### src/rtl/comparator_pkg.sv
// comparator_pkg: shared constants and result encoding for the comparator.
//   CMP_WIDTH  default operand width
//   NIB_W      width of one cmp_nibble slice
//   cmp_res_t  registered compare result
package comparator_pkg;
    localparam int CMP_WIDTH = 8;
    localparam int NIB_W     = 4;
    typedef enum logic [1:0] {CMP_LT, CMP_EQ, CMP_GT} cmp_res_t;
endpackage

### src/rtl/cmp_nibble.sv
// cmp_nibble: unsigned compare of two 4-bit values.
//   a, b  operands
//   gt    a > b
//   eq    a == b
module cmp_nibble
    import comparator_pkg::*;
(
    input  logic [NIB_W-1:0] a,
    input  logic [NIB_W-1:0] b,
    output logic             gt,
    output logic             eq
);
    assign gt = a > b;
    assign eq = a == b;
endmodule

### src/rtl/comparator.sv
// comparator: registered signed/unsigned magnitude compare with max/min select.
//   clk, rst            clock, synchronous active-high reset
//   in_valid            qualifies a, b, is_signed
//   is_signed           1 = two's complement, 0 = unsigned
//   a, b                operands
//   out_valid           flags below come from a new compare
//   gt, lt, eq          a > b, a < b, a == b
//   max_out, min_out    larger / smaller operand
module comparator
    import comparator_pkg::*;
#(
    parameter int WIDTH = CMP_WIDTH
) (
    input  logic             clk,
    input  logic             rst,
    input  logic             in_valid,
    input  logic             is_signed,
    input  logic [WIDTH-1:0] a,
    input  logic [WIDTH-1:0] b,
    output logic             out_valid,
    output logic             gt,
    output logic             lt,
    output logic             eq,
    output logic [WIDTH-1:0] max_out,
    output logic [WIDTH-1:0] min_out
);
    localparam int N = WIDTH / NIB_W;

    logic [WIDTH-1:0] w_a, w_b;
    logic [N-1:0]     w_gt, w_eq;
    cmp_res_t         w_res;
    cmp_res_t         r_res;
    logic             r_done;
    logic             r_out_valid;
    logic [WIDTH-1:0] r_max, r_min;

    // Flipping the MSB maps two's complement order onto unsigned order.
    assign w_a = is_signed ? {~a[WIDTH-1], a[WIDTH-2:0]} : a;
    assign w_b = is_signed ? {~b[WIDTH-1], b[WIDTH-2:0]} : b;

    for (genvar g = 0; g < N; g++) begin : g_nib
        cmp_nibble u_nib (
            .a  (w_a[g*NIB_W +: NIB_W]),
            .b  (w_b[g*NIB_W +: NIB_W]),
            .gt (w_gt[g]),
            .eq (w_eq[g])
        );
    end

    // Walking upward lets the most significant unequal nibble win.
    always_comb begin
        w_res = CMP_EQ;
        for (int i = 0; i < N; i++)
            if (!w_eq[i]) w_res = w_gt[i] ? CMP_GT : CMP_LT;
    end

    always_ff @(posedge clk) begin
        if (rst) begin
            r_res       <= CMP_EQ;
            r_done      <= 1'b0;
            r_out_valid <= 1'b0;
            r_max       <= '0;
            r_min       <= '0;
        end else begin
            r_out_valid <= in_valid;
            if (in_valid) begin
                r_res  <= w_res;
                r_done <= 1'b1;
                r_max  <= (w_res == CMP_LT) ? b : a;
                r_min  <= (w_res == CMP_LT) ? a : b;
            end
        end
    end

    // r_done keeps all flags low until the first compare after reset.
    assign out_valid = r_out_valid;
    assign gt        = r_done && r_res == CMP_GT;
    assign lt        = r_done && r_res == CMP_LT;
    assign eq        = r_done && r_res == CMP_EQ;
    assign max_out   = r_max;
    assign min_out   = r_min;
endmodule

### config.mk
export PLATFORM = sky130hd
export DESIGN_NAME = comparator
export DESIGN_NICKNAME = d
export VERILOG_FILES = /design/src/rtl/comparator_pkg.sv /design/src/rtl/cmp_nibble.sv /design/src/rtl/comparator.sv
export SDC_FILE = /design/constraint.sdc
export NUM_CORES = 1
export LEC_CHECK = 0
export CAP_MARGIN = 20
export CORE_MARGIN = 2
export CORE_UTILIZATION = 49
export CTS_CLUSTER_DIAMETER = 40
export DETAILED_ROUTE_END_ITERATION = 12
export PLACE_DENSITY = 0.93
export SLEW_MARGIN = 10
export SYNTH_ARGS = -nofsm -noshare
export SYNTH_HDL_FRONTEND = slang
export SYNTH_SLANG_ARGS = --single-unit
### constraint.sdc
create_clock -name clk -period 4.5 [get_ports clk]
set_input_delay 0.9 -clock clk [delete_from_list [all_inputs] [get_ports clk]]
set_output_delay 0.9 -clock clk [all_outputs]
set_load 0.01 [all_outputs]
==> results of run 1 <==
per-layer routing:
metal  global-route usage (%)  part of all wire [%]  up-vias
li1                         -                     -      574
met1                     24.0                    44      518
met2                     40.2                    51       26
met3                    0.833                   3.9        2
met4                     8.75                   1.0        0
met5                        0                     0        -
worst max-delay path: cells and delay by family:
kind | cells | cell delay (ns)
simple gates | 2 | 0.73
compound gates | 2 | 0.68
fa+ha+maj | 1 | 0.33
xor+xnor | 1 | 0.19
buf+inv | 2 | 0.53
worst max-delay path by stage:
stage,start,endpoint,slack [ns],cells after the start
2_1_floorplan,is_signed,max_out[4],2.14,8
3_3_place_gp,is_signed,max_out[7],1.17,8
3_5_place_dp,is_signed,max_out[7],1.00,8
4_1_cts,is_signed,max_out[7],1.32,8
5_1_grt,is_signed,max_out[0],1.06,8
6_report,is_signed,max_out[7],1.33,8
area by class of cell:
| type | count | share of cell area [%] |
|---|---|---|
| Tap cell | 30 | 2.29 |
| Inverter | 9 | 2.06 |
| Timing Repair Buffer | 40 | 24.3 |
| Sequential cell | 20 | 24.4 |
| Multi-Input combinational cell | 97 | 44.8 |
| Clock buffer | 4 | 2.21 |
power by group:
group	total (uW)	switching, uW	internal, uW
clock	104	54.8	49.3
sequential	204	9.70	194
combinational	170	82.5	87.1
total	477	147	331
registers in the layout, indices dropped and copies added (netlist names):
signal     count
r_done         1
max_out        8
out_valid      1
min_out        8
r_res          2
stage by stage:
step                instances  area [um^2]  total power [uW]  setup WS (ns)  utilization [%]
floorplan                 138         1230               316           2.14                -
global placement          196         1600               371           1.17             65.9
detailed placement        196         1600               377           1.00             65.9
CTS                       200         1640               480           1.32             67.4
global route              200         1640               506           1.06             67.4
finish                    200         1640               477           1.33             67.4
layout by cell type, fill, tap and decap left out, drive strengths merged:
master	netlist	layout
xnor2	1	1
nand2b	1	1
and3	1	1
o211ai	3	3
nor2b	3	3
and3b	2	2
o31ai	1	1
clkbuf	4	4
inv	8	8
nor3b	1	1
clkinv	1	1
xor2	1	1
nor2	18	18
a21oi	3	3
a21bo	9	9
nand3b	1	1
a311oi	16	16
a21o	7	7
o21ai	1	1
ha	8	8
nand4	3	3
dfxtp	20	20
buf	8	1
nand3	16	16
a21boi	1	1
clkdlybuf4s50	0	39
cells by family after synthesis:
logic type               after synthesis  synth area share (%)
adder cells (fa/ha/maj)                8                  8.16
XOR/XNOR                               2                  1.43
buffers and inverters                 21                  7.54
AO/OA/AOI/OAI                         41                  30.7
flip-flops                            20                  32.6
AND/OR/NAND/NOR                       46                  19.6
==> impl_metrics.json, run 1 <==
{
  "status": "complete, no violations",
  "min_from": "min_out[3]",
  "worst_pin_slew_ns": 0.805,
  "synth_edf_count": 0,
  "fmax_mhz": 315,
  "fin_crit_ns": 3.17,
  "clockRootBuffer": "clkbuf_4",
  "diodes": 0,
  "rr_worst_depth": 2,
  "rr_startpoint": "max_out[5]",
  "setup_viol": 0,
  "syn_area_um2": 1230,
  "arrival_ns": 3.37,
  "seq_area_um2": 400,
  "post-cts-setup-buffer-count": 0,
  "critPathSlowestCell": "nand4_2",
  "synth_most_common_cell": "dfxtp_1",
  "critPathMaxFanout": 32,
  "grt_pass1_wl_mm": 4.49,
  "yosys_register_bits": 20,
  "area_growth_pct": 33.6,
  "timing.final.crit_share_pct": 70.6,
  "holdPathStages": 2,
  "ctsResizeCount": 0,
  "clock_latency_ns": 0.29,
  "cp_slowest_stage_delay_ns": 0.58,
  "wirelength_mm": 2.71,
  "synth.area.top_cells": "dfxtp_1 (33%), ha_1 (8.2%), a311oi_1 (7.8%)",
  "worstHoldEndpoint": "min_out[3]",
  "cts_tree": "yes",
  "r2r_end": "max_out[5]",
  "grt_usage_pct": 21.0,
  "drc_errors": 0,
  "synth_top_area_share_pct": 32.6,
  "place.port_buffers": 39,
  "dieArea_um2": 2920,
  "yosysWarnings": 0,
  "setup_tns_ns": 0,
  "avgSynthCellArea_um2": 8.89,
  "overflow": 0,
  "yosysUniqueCellTypes": 31,
  "synth_seq_area_share_pct": 32.6,
  "wl_per_cell_um": 13.5,
  "crit_chain": "clkdlybuf4s50_1, xor2_1, ha_1, nand4_1, clkinv_1, nand4_2, a21bo_2, a311oi_1",
  "cp.required_ns": 4.70,
  "antenna_found_initial": 0,
  "fillers": 207,
  "finalHoldViolations": 0,
  "dr.pass1.iters": 5,
  "p_leak_uw": 0.000678,
  "hold_class": "flop to flop",
  "synthCells": 138,
  "reg2reg_slack_ns": 3.74,
  "pin_count": 40,
  "synth-main-ff-cell": "dfxtp_1",
  "coreArea_um2": 2430,
  "slew_headroom_pct": 46.2,
  "vias": 1120,
  "clkTransAtPathRegs_ns": 0.12,
  "fin_skew_ns": 0,
  "grt_max_degree": 38,
  "row_count": 18,
  "crit_type": "primary input to flop",
  "place.gp.congestion": 0.855,
  "multiInputGateArea_um2": 734,
  "setup.worst_path.end_class": "flop",
  "ctsHoldBuffers": 0,
  "slew_viol_final": 0,
  "grt_pass1_vias": 1072,
  "synth_top_area_cell": "dfxtp_1",
  "ir_drop_mv": 0.156,
  "dieHeight_um": 54.1,
  "die_x_um": 54.1,
  "initial_core_util_pct": 50.5,
  "clock_sinks": 20,
  "first_iter_violations": 12,
  "cap_violations": 0,
  "ant_nets": 0,
  "rsz0062_at_grt": "false",
  "async_flop_share_pct": 0,
  "via_per_inst": 5.60,
  "finalHoldWorstSlack_ns": 0.491,
  "synth_common_cells": "dfxtp_1 (20), nor2_1 (18), nand3_1 (16)",
  "numCtsBuffers": 3,
  "dp.final_hpwl_mm": 2.00,
  "cts_buffer_depth": 2,
  "synth_fp_nets": 166,
  "layout-drive-gt1-share_pct": 8.82,
  "critPathLaunchType": "primary input",
  "fin_nets": 199,
  "h-tree-depth": 1,
  "p_per_area_nw_per_um2": 291
}
No activity file was read; power rests on OpenSTA's default activity.
==> run 2, diff against run 1 <==
--- a/config.mk
+++ b/config.mk
@@ -7,10 +7,10 @@
 export LEC_CHECK = 0
 export CAP_MARGIN = 20
 export CORE_MARGIN = 2
-export CORE_UTILIZATION = 49
+export CORE_UTILIZATION = 41
 export CTS_CLUSTER_DIAMETER = 40
 export DETAILED_ROUTE_END_ITERATION = 12
-export PLACE_DENSITY = 0.93
+export PLACE_DENSITY = 0.84
 export SLEW_MARGIN = 10
 export SYNTH_ARGS = -nofsm -noshare
 export SYNTH_HDL_FRONTEND = slang
==> constraint.sdc (replaced) <==
create_clock -name clk -period 2.55 [get_ports clk]
set_input_delay 0.51 -clock clk [delete_from_list [all_inputs] [get_ports clk]]
set_output_delay 0.51 -clock clk [all_outputs]
set_load 0.01 [all_outputs]
==> run 2 against run 1 <==
Compared with the run above:
- the run now ends with DRC left
- non-clock buffer count up 8
- first-iteration DRC count grew to 4.8 times the previous value
- routed wire length rose by 5.2%
- count of clock-buffer cells in the layout is the same
- worst setup slack got worse by 1.1 ns
- sequential share of layout area decreased by 1.1 points
- sequential power grew 76%
- core utilization fell by 6.3 points
- critical endpoint is now min_out[5]
- largest cell class unchanged
==> impl_metrics.json, run 2 (synthesized netlist as in run 1, its figures left out) <==
{
  "initial_core_util_pct": 43.8,
  "reg2reg_slack_ns": 1.75,
  "slew_viol_final": 0,
  "ir_drop_mv": 0.307,
  "ant_nets": 0,
  "hold_class": "flop to flop",
  "coreArea_um2": 2810,
  "total_power_uw": 869,
  "dr.pass1.iters": 8,
  "startpoint": "b[3]",
  "rr_worst_depth": 2,
  "final_cell_mix": "clkdlybuf4s50_1 (39), dfxtp_1 (20), nor2_1 (18)",
  "dp.final_hpwl_mm": 2.24,
  "ctsResizeCount": 0,
  "cp.buffers_inverters": 3,
  "fin_crit_ns": 2.31,
  "cts_buffer_depth": 2,
  "violations": "DRC",
  "fin_nets": 207,
  "place.port_buffers": 39,
  "dp.cells": 205,
  "status": "finished with violations",
  "vias": 1173,
  "place_ws_ns": -0.0651,
  "rsz0062_at_grt": "false",
  "arrival_ns": 2.51,
  "grt_max_degree": 38,
  "fin_util_pct": 61.1,
  "fin_skew_ns": 0,
  "h-tree-depth": 1,
  "multiInputGateArea_um2": 734,
  "rr_startpoint": "min_out[4]",
  "seq_area_um2": 400,
  "wl_per_cell_um": 13.6,
  "clock_latency_ns": 0.30,
  "fillers": 267,
  "antenna_found_initial": 0,
  "worst_pin_slew_ns": 0.840,
  "dieHeight_um": 58.7,
  "pin_count": 40,
  "cts_tree": "yes",
  "layout-drive-gt1-share_pct": 12.9,
  "setup.worst_path.end_class": "flop",
  "place.gp.congestion": 0.899,
  "r2r_end": "min_out[4]",
  "grt_pass1_wl_mm": 4.95,
  "p_leak_uw": 0.000721,
  "clock_sinks": 20,
  "cp.required_ns": 2.75,
  "crit_type": "primary input to flop",
  "setup_tns_ns": 0,
  "final_common_cell": "clkdlybuf4s50_1",
  "wirelength_mm": 2.85,
  "dieArea_um2": 3450,
  "overflow": 0,
  "cp_top_family": "compound AO/OA/AOI/OAI gates",
  "slew_headroom_pct": 43.8,
  "first_iter_violations": 57,
  "cap_violations": 0,
  "critPathMaxFanout": 18,
  "clkTransAtPathRegs_ns": 0.11,
  "timing.final.ws_setup_ns": 0.241,
  "grt_pass1_vias": 1149,
  "cp_slowest_stage_delay_ns": 0.48,
  "diodes": 0,
  "clockRootBuffer": "clkbuf_4",
  "setup_viol": 0,
  "critical_path.endpoint": "min_out[5]",
  "fin_cells": 209,
  "fmax_mhz": 433,
  "row_count": 19,
  "timing.final.crit_share_pct": 90.5,
  "critPathSlowestCell": "clkdlybuf4s50_1",
  "ctsHoldBuffers": 0,
  "worst-path-stages": 8,
  "numCtsBuffers": 3,
  "drc_errors": 3,
  "critPathLaunchType": "primary input",
  "grt_usage_pct": 18.3,
  "p_per_area_nw_per_um2": 507,
  "die_x_um": 58.7,
  "via_per_inst": 5.61,
  "post-cts-setup-buffer-count": 0,
  "crit_chain": "clkdlybuf4s50_1, inv_1, ha_1, a21oi_1, nand4_2, buf_12, a21bo_2, a311oi_1",
  "finalHoldViolations": 0,
  "area_growth_pct": 39.7
}
==> run 2: cell types whose count changed in the layout (fill, tap and decap cells not counted), sizes merged <==
cell / change
buf: +8
==> run 2: where the power goes <==
group | internal [uW] | total, uW | switching (uW)
registers | 343 | 359 | 16.7
logic | 177 | 327 | 150
clock network | 87.1 | 183 | 95.6
total | 606 | 869 | 263
==> run 2: area by class of cell <==
cell class	count	area share (%)
multi-input cells	97	42.8
repair buffers	48	27.4
inverters	9	1.97
clock buffers	4	2.12
well taps	31	2.26
flip-flops and latches	20	23.4
==> run 2: worst min path at each step <==
stage	start	endpoint	slack [ns]	cells past startpoint
2_1_floorplan	r_done	r_done	0.46	2
3_3_place_gp	r_done	r_done	0.47	2
3_5_place_dp	max_out[2]	max_out[2]	0.48	2
4_1_cts	max_out[2]	max_out[2]	0.50	2
5_1_grt	min_out[3]	min_out[3]	0.52	2
6_report	max_out[2]	max_out[2]	0.49	2
==> run 2: stage by stage <==
stage / hold slack [ns] / area (um^2)
3_5_place_dp: 0.482 / 1680
6_report: 0.493 / 1710
2_1_floorplan: 0.455 / 1230
3_3_place_gp: 0.471 / 1680
4_1_cts: 0.498 / 1710
5_1_grt: 0.524 / 1710
==> run 2: worst reg2reg max path, stage by stage (launching register included) <==
cell	delay [ns]
dfxtp_1	0.36
nor2_1	0.05
a311oi_1	0.29
==> run 2: routing by layer <==
metal | global-route usage (%) | vias to the layer above | routed length (um)
met3 | 2.86 | 3 | 154
met1 | 22.2 | 543 | 1200
met5 | 0 | - | 0
li1 | - | 591 | -
met2 | 33.2 | 36 | 1470
met4 | 4.87 | 0 | 21
